### config.mk
export PLATFORM = sky130hd
export DESIGN_NAME = wave_gen_dds
export DESIGN_NICKNAME = d
export VERILOG_FILES = /design/src/rtl/wave_gen_dds.sv
export SDC_FILE = /design/constraint.sdc
export NUM_CORES = 1
export LEC_CHECK = 0
export ABC_AREA = 1
export CAP_MARGIN = 20
export CORE_MARGIN = 3
export CORE_UTILIZATION = 49
export CTS_CLUSTER_SIZE = 24
export DETAILED_ROUTE_END_ITERATION = 16
export PLACE_DENSITY_LB_ADDON = 0.3
export SYNTH_ARGS = -nofsm -noshare
export SYNTH_HDL_FRONTEND = slang
export SYNTH_SLANG_ARGS = --single-unit
### constraint.sdc
create_clock -name clk_i -period 7.2 [get_ports clk_i]
set_input_delay 0.72 -clock clk_i [delete_from_list [all_inputs] [get_ports clk_i]]
set_output_delay 0.72 -clock clk_i [all_outputs]
set_load 0.005 [all_outputs]
### src/rtl/wave_gen_dds.sv
// Direct-digital-synthesis waveform generator: a sample-rate divider ticks a phase
// accumulator. Each tick pushes one sample through a three-stage pipeline:
// capture, raw waveform, then amplitude scaling into a valid/ready output register
// that flags dropped samples as overrun.
module wave_gen_dds #(
  parameter int unsigned DATA_W  = 12,
  parameter int unsigned PHASE_W = 24,
  parameter int unsigned LUT_AW  = 8,
  parameter int unsigned DIV_W   = 16
) (
  input  logic               clk_i,
  input  logic               rst_ni,
  input  logic               en_i,
  input  logic [DIV_W-1:0]   div_i,
  input  logic [PHASE_W-1:0] phase_inc_i,
  input  logic [1:0]         mode_i,
  input  logic [8:0]         amp_i,
  input  logic               phase_clr_i,
  input  logic               overrun_clr_i,
  output logic [DATA_W-1:0]  sample_o,
  output logic               sample_valid_o,
  input  logic               sample_ready_i,
  output logic               overrun_o
);

  localparam logic [DATA_W-1:0] Mid = {1'b1, {(DATA_W-1){1'b0}}};

  // Full-wave sine table, evaluated at elaboration time.
  function automatic logic [DATA_W-1:0] sine_entry(int unsigned k);
    real pi, mid, x;
    pi  = 3.14159265358979323846;
    mid = 2.0 ** (DATA_W - 1);
    x   = mid + (mid - 1.0) * $sin(2.0 * pi * real'(k) / (2.0 ** LUT_AW));
    return DATA_W'($rtoi($floor(x + 0.5)));
  endfunction

  logic [DATA_W-1:0] sine_rom [2**LUT_AW];

  for (genvar k = 0; k < 2**LUT_AW; k++) begin : g_rom
    localparam logic [DATA_W-1:0] RomVal = sine_entry(k);
    assign sine_rom[k] = RomVal;
  end

  // Divider / phase state.
  logic [DIV_W-1:0]   cnt_q, cnt_d;
  logic [PHASE_W-1:0] phase_q, phase_d;
  logic               tick;
  logic [8:0]         amp_eff;

  // Stage 1: captured phase (only the top bits any waveform needs), mode and gain.
  logic              s1_valid_q;
  logic [DATA_W:0]   s1_top_q;
  logic [1:0]        s1_mode_q;
  logic [8:0]        s1_amp_q;

  // Stage 2: raw unsigned waveform value.
  logic              s2_valid_q;
  logic [DATA_W-1:0] s2_raw_q, raw;
  logic [8:0]        s2_amp_q;

  // Stage 3 (combinational) and output register.
  logic signed [DATA_W:0]    diff;
  logic signed [DATA_W+10:0] prod;
  logic [DATA_W-1:0]         scaled;
  logic [DATA_W-1:0]         sample_q, sample_d;
  logic                      valid_q, valid_d;
  logic                      overrun_q, overrun_d;
  logic                      load, drop;

  assign tick    = en_i && (cnt_q == div_i);
  assign amp_eff = (amp_i > 9'd256) ? 9'd256 : amp_i;

  // Next divider count and phase; a clear beats a simultaneous tick increment.
  always_comb begin
    cnt_d = cnt_q + 1'b1;
    if (!en_i || tick) begin
      cnt_d = '0;
    end
    phase_d = phase_q;
    if (phase_clr_i) begin
      phase_d = '0;
    end else if (tick) begin
      phase_d = phase_q + phase_inc_i;
    end
  end

  // Divider counter and phase accumulator registers.
  always_ff @(posedge clk_i or negedge rst_ni) begin
    if (!rst_ni) begin
      cnt_q   <= '0;
      phase_q <= '0;
    end else begin
      cnt_q   <= cnt_d;
      phase_q <= phase_d;
    end
  end

  // Stage 1 captures the pre-update phase plus per-sample settings on a tick only,
  // so later setting changes cannot disturb a sample already in flight.
  always_ff @(posedge clk_i or negedge rst_ni) begin
    if (!rst_ni) begin
      s1_valid_q <= 1'b0;
      s1_top_q   <= '0;
      s1_mode_q  <= '0;
      s1_amp_q   <= '0;
    end else begin
      s1_valid_q <= tick;
      if (tick) begin
        s1_top_q  <= phase_q[PHASE_W-1 -: DATA_W+1];
        s1_mode_q <= mode_i;
        s1_amp_q  <= amp_eff;
      end
    end
  end

  // Raw waveform selection from the captured phase.
  always_comb begin
    raw = '0;
    case (s1_mode_q)
      2'd0:    raw = sine_rom[s1_top_q[DATA_W -: LUT_AW]];
      2'd1:    raw = s1_top_q[DATA_W] ? ~s1_top_q[DATA_W-1:0] : s1_top_q[DATA_W-1:0];
      2'd2:    raw = s1_top_q[DATA_W:1];
      default: raw = {DATA_W{s1_top_q[DATA_W]}};
    endcase
  end

  // Stage 2 register.
  always_ff @(posedge clk_i or negedge rst_ni) begin
    if (!rst_ni) begin
      s2_valid_q <= 1'b0;
      s2_raw_q   <= '0;
      s2_amp_q   <= '0;
    end else begin
      s2_valid_q <= s1_valid_q;
      if (s1_valid_q) begin
        s2_raw_q <= raw;
        s2_amp_q <= s1_amp_q;
      end
    end
  end

  // Scale around mid-scale; the arithmetic shift floors, and at unity gain the
  // result spans exactly 0..2^DATA_W-1 so no clamp is required.
  always_comb begin
    diff   = $signed({1'b0, s2_raw_q}) - $signed({1'b0, Mid});
    prod   = diff * $signed({1'b0, s2_amp_q});
    scaled = Mid + DATA_W'(prod >>> 8);
  end

  // Output handshake: load when empty or being accepted, otherwise drop and flag.
  always_comb begin
    load      = s2_valid_q && (!valid_q || sample_ready_i);
    drop      = s2_valid_q && valid_q && !sample_ready_i;
    sample_d  = load ? scaled : sample_q;
    valid_d   = load || (valid_q && !sample_ready_i);
    overrun_d = drop || (overrun_q && !overrun_clr_i);
  end

  // Output register and sticky overrun flag.
  always_ff @(posedge clk_i or negedge rst_ni) begin
    if (!rst_ni) begin
      sample_q  <= Mid;
      valid_q   <= 1'b0;
      overrun_q <= 1'b0;
    end else begin
      sample_q  <= sample_d;
      valid_q   <= valid_d;
      overrun_q <= overrun_d;
    end
  end

  assign sample_o       = sample_q;
  assign sample_valid_o = valid_q;
  assign overrun_o      = overrun_q;

endmodule

# == Yosys cells after proc, flatten, opt, wreduce, memory -nomap -nowiden ==
# Memories as Yosys holds them, arrays and structs flattened.
# Index checks and enable logic that the tools add are counted.
# totals
register_bits,101
rom_bits,3072
n_memories,1
# op_classes
add_sub_neg,4
mul,1
order_cmp,2
n_eq_ne,3
n_mux,8
bitwise,2
reduce_logical,16
# mem_list
memory,words,width,rd,rd_ports_with_merged_regs,write_ports,line,text
(name not given),256,12,1,0,0,120,2'd0: raw = sine_rom[s1_top_q[DATA_W -: LUT_AW]];
# ops
operator,n
24-bit two-way mux,2
12-bit two-way mux,3
12-bit one-hot mux with 3 select lines,1
24-bit adder,1
13-bit by 10-bit multiplier with 20-bit output,1
"16-bit by 1-bit adder with 16-bit output, second input constant",1
16-bit == test,1
16-bit two-way mux,1
"12-bit by 12-bit subtractor with 13-bit output, second input constant",1
"12-bit adder, first input constant",1
12-bit inverter,1
"9-bit greater-or-equal comparator, second input constant",1
"9-bit greater-than comparator, second input constant",1
9-bit two-way mux,1
8-bit inverter with 9-bit output,1
1-bit logical AND,6
1-bit logical NOT,4
1-bit logical OR,4
"2-bit by 1-bit == test with 1-bit output, second input constant",1
"2-bit == test, second input constant",1
2-bit logical NOT,1
2-bit nonzero test,1

# == Longest topological paths before layout ==
# logic_depth
word_depth,5
depth_mapped,24

# == Least setup slack after synthesis ==
# No wires, ideal clock.
# synth_timing
path_kind,register to register
from,register s2_amp_q[1]
to,"register sample_q[11], in the netlist sample_o[11]"
setup_time_ns,0.061
t_arrival_ns,4.950
t_required_ns,7.139
path_slack_ns,2.189
path_stages_with_launch,25
path_cell_list,dfrtp_1 clkbuf_1 inv_1 nor2_1 inv_1 fa_1 inv_1 fa_1 inv_1 fa_1 inv_1 fa_1 inv_1 fa_1 inv_1 ha_1 nand4_1 inv_1 nand2_1 or2_2 nand3b_1 inv_1 nand2_1 nand3_1 nand2_1
# synth_via
elab_chain_len,2
# synth_rtl
element,line,text
from (decl),59,logic [8:0] s2_amp_q;
from (signal assigned),137,s2_amp_q <= s1_amp_q;
13-bit by 10-bit multiplier with 20-bit output,146,"prod = diff * $signed({1'b0, s2_amp_q});"
12-bit adder,147,scaled = Mid + DATA_W'(prod >>> 8);
to (signal assigned),162,sample_q <= Mid;
to (signal assigned),166,sample_q <= sample_d;
to (decl),65,"logic [DATA_W-1:0] sample_q, sample_d;"
# Every way passes these cells.
# A chain may end at the register's enable or synchronous reset.

# == Worst setup path after layout ==
# Same ends and word-level chain as after synthesis.

==> impl_metrics.ini <==
[synthesis]
netlist.area_leader.share_pct = 19.4
synthFlopType = dfrtp_1
synth.net_count = 2186
avgSynthCellArea_um2 = 6.57
synth_most_common_cell = nand2_1
synth_top_cell_by_area = dfrtp_1
yosys_warnings = 0
ys_async_sr_fraction_pct = 100
synth_area_leaders = dfrtp_1 (19%), nand2_1 (18%), fa_1 (14%)
synth_edf_count = 0
synthCells = 1963
ys_seq_elements = 101
ys_seq_area_share_pct = 19.6
yosysUniqueCellTypes = 50
ys_top_cells_by_count = nand2_1 (621), inv_1 (278), nand3_1 (175), nor2_1 (126)
synthesis.area_um2 = 12900

[global_route]
grt_max_degree = 63
grt_pass1_vias = 12726
grt_usage_pct = 28.0
antenna_found_initial = 0
overflow = 0
grt_pass1_wl_um = 64600

[detailed_routing]
wl_per_cell_um = 17.1
drc = 0
routed_wl_um = 39600
drtIter0Drc = 1417
num_vias = 13214
first_pass_iters = 9
ant_nets = 0
via_per_inst = 5.72

[cts]
cts_tree = built
cts_max_path_buffers = 2
numCtsBuffers = 9
clk_pin_slew_ns = 0.08
ctsResizeCount = 0
post_cts_buffers = 0
worstSkewPairLatency_ns = 0.36
clock-sinks = 101
root_buffer = clkbuf_16
h-tree-depth = 3
postCtsHoldBufs = 0

[timing]
drv_slew = 0
hold_violations = 0
rsz0062_at_grt = false
fmax_mhz = 189
worstMarginPinSlew_ns = 1.20
fin_crit_sh_pct = 73.6
clock-skew-final_ns = 0.0200
setup_viol = 0
setup-tns-final_ns = 0
slew_headroom_pct = 19.8
worst_slack_ns = 1.90
period_minus_slack_ns = 5.30

[placed_design]
pre_cts_ws_ns = 1.94
place_congestion = 1.05
hpwl_um = 29600
port_buffers = 70
dp.cells = 2295

[critical_path]
cpPeakStageDelay_ns = 0.70
critPathLaunchType = register
crit_path_max_fanout = 11
cp_common_cell = inv_1
worstPathCellList = inv_1, nor2_1, inv_1, fa_1, inv_1, fa_1, inv_1, fa_1, inv_1, fa_1, inv_1, fa_1, inv_1, ha_1, nand4_1, inv_1, nand2_1, or2_2, nand3b_1, inv_1, nand2_1, nand3_1, nand2_1
critical_path_required_ns = 7.50
worstSetupEndpointType = register
crit_arrival_ns = 5.61
slowest_stage = fa_1
critPathKind = reg2reg

[final_layout]
fill_cells = 2557
multi_input_area_um2 = 8850
stdcell_count = 2311
utilization_pct = 54.7
finalNetCount = 2199
syn2layout_area_growth_pct = 8.36
antennaDiodeCount = 0
area.sequential_um2 = 2530
drive_gt1_share_pct = 4.19

[power_and_ir_drop]
power_density_nw_per_um2 = 83.2
irDropWorstVdd_mv = 0.106
p_leak_nw = 7.53

[status]
status = completed

[floorplan]
io-pin-count = 71
dieArea_um2 = 28300
rows = 58
fp.dieH_um = 168
initial_utilization_pct = 50.5
die_x_um = 168
design.core.area_um2 = 25500

[job]
cap_violations = 0

[worst_hold_path]
hold_class = in2async
layout by cell type (no fill, tap or decap), types with 26 or more instances in the layout:
cell / count
fa_1: 87
o21ai_0: 96
o21ai_1: 26
ha_1: 79
nand3_1: 175
or2_2: 27
a21oi_1: 100
nor2_1: 126
nand2_1: 621
clkdlybuf4s50_1: 69
inv_1: 278
xnor2_1: 28
dfrtp_1: 100
stage by stage:
step                      hold WS [ns]  area [µm²]  power [mW]
after global routing             0.389       14000        1.21
after detailed placement         0.465       13700       0.674
after floorplan                  0.408       12900       0.621
after CTS                        0.379       14000        1.17
final                            0.355       14000        1.16
after global placement           0.457       13700       0.673
cells by family (layout without fill, tap and decap cells):
family	Yosys count	count (layout)	share of synthesized area, %
AND/OR/NAND/NOR	1022	1022	33.8
XOR/XNOR	39	39	2.65
flip-flops	101	101	19.6
buffers and inverters	369	387	11.7
AO/OA/AOI/OAI	265	265	11.0
multiplexers	1	1	0.0874
adder cells (fa/ha/maj)	166	166	21.2
cell type report:
type / instances / area share, %
Clock buffer: 10 / 1.71
Clock inverter: 6 / 0.457
Inverter: 291 / 7.85
Multi-Input combinational cell: 1493 / 63.4
Sequential cell: 101 / 18.1
Tap cell: 330 / 2.96
Timing Repair Buffer: 80 / 5.54
routing by layer:
| layer | vias up | track usage, % | share of wire (%) |
|---|---|---|---|
| met4 | 0 | 10.5 | 3.9 |
| met5 | - | 0 | 0 |
| met1 | 6089 | 39.3 | 42 |
| met3 | 149 | 5.28 | 11 |
| met2 | 726 | 43.3 | 43 |
| li1 | 6250 | - | - |
power breakdown:
group,internal [mW],switching [mW],leakage [nW]
combinational,0.0441,0.0480,6.07
clock,0.254,0.246,0.146
sequential,0.568,0.00198,1.32
total,0.867,0.296,7.53
worst max-delay path: cells and delay by family (launching register included):
| family | cells | cell delay, ns |
|---|---|---|
| AND/OR/NAND/NOR | 8 | 0.91 |
| adder cells (fa/ha/maj) | 6 | 3.05 |
| flip-flops | 1 | 0.56 |
| buffers and inverters | 9 | 0.72 |
final timing paths:
check	start	slack, ns	end	cells after the start
worst max-delay path	s2_amp_q[1]	1.90	sample_o[11]	23
max in group asynchronous	rst_ni	5.65	s2_amp_q[3]	2
min in group clk_i	sample_o[11]	0.47	sample_o[11]	2
worst min register to register	sample_o[11]	0.47	sample_o[11]	2
worst max register to register	s2_amp_q[1]	1.90	sample_o[11]	23
worst min-delay path	rst_ni	0.36	sample_o[0]	1
registers in the layout (all words and copies together) (netlist names), 2 cells and up:
signal     cells
cnt_q         16
phase_q       24
s1_amp_q       9
s1_mode_q      2
s1_top_q      13
s2_amp_q       9
s2_raw_q      12
sample_o      12
No activity file was read; power rests on OpenSTA's default activity.
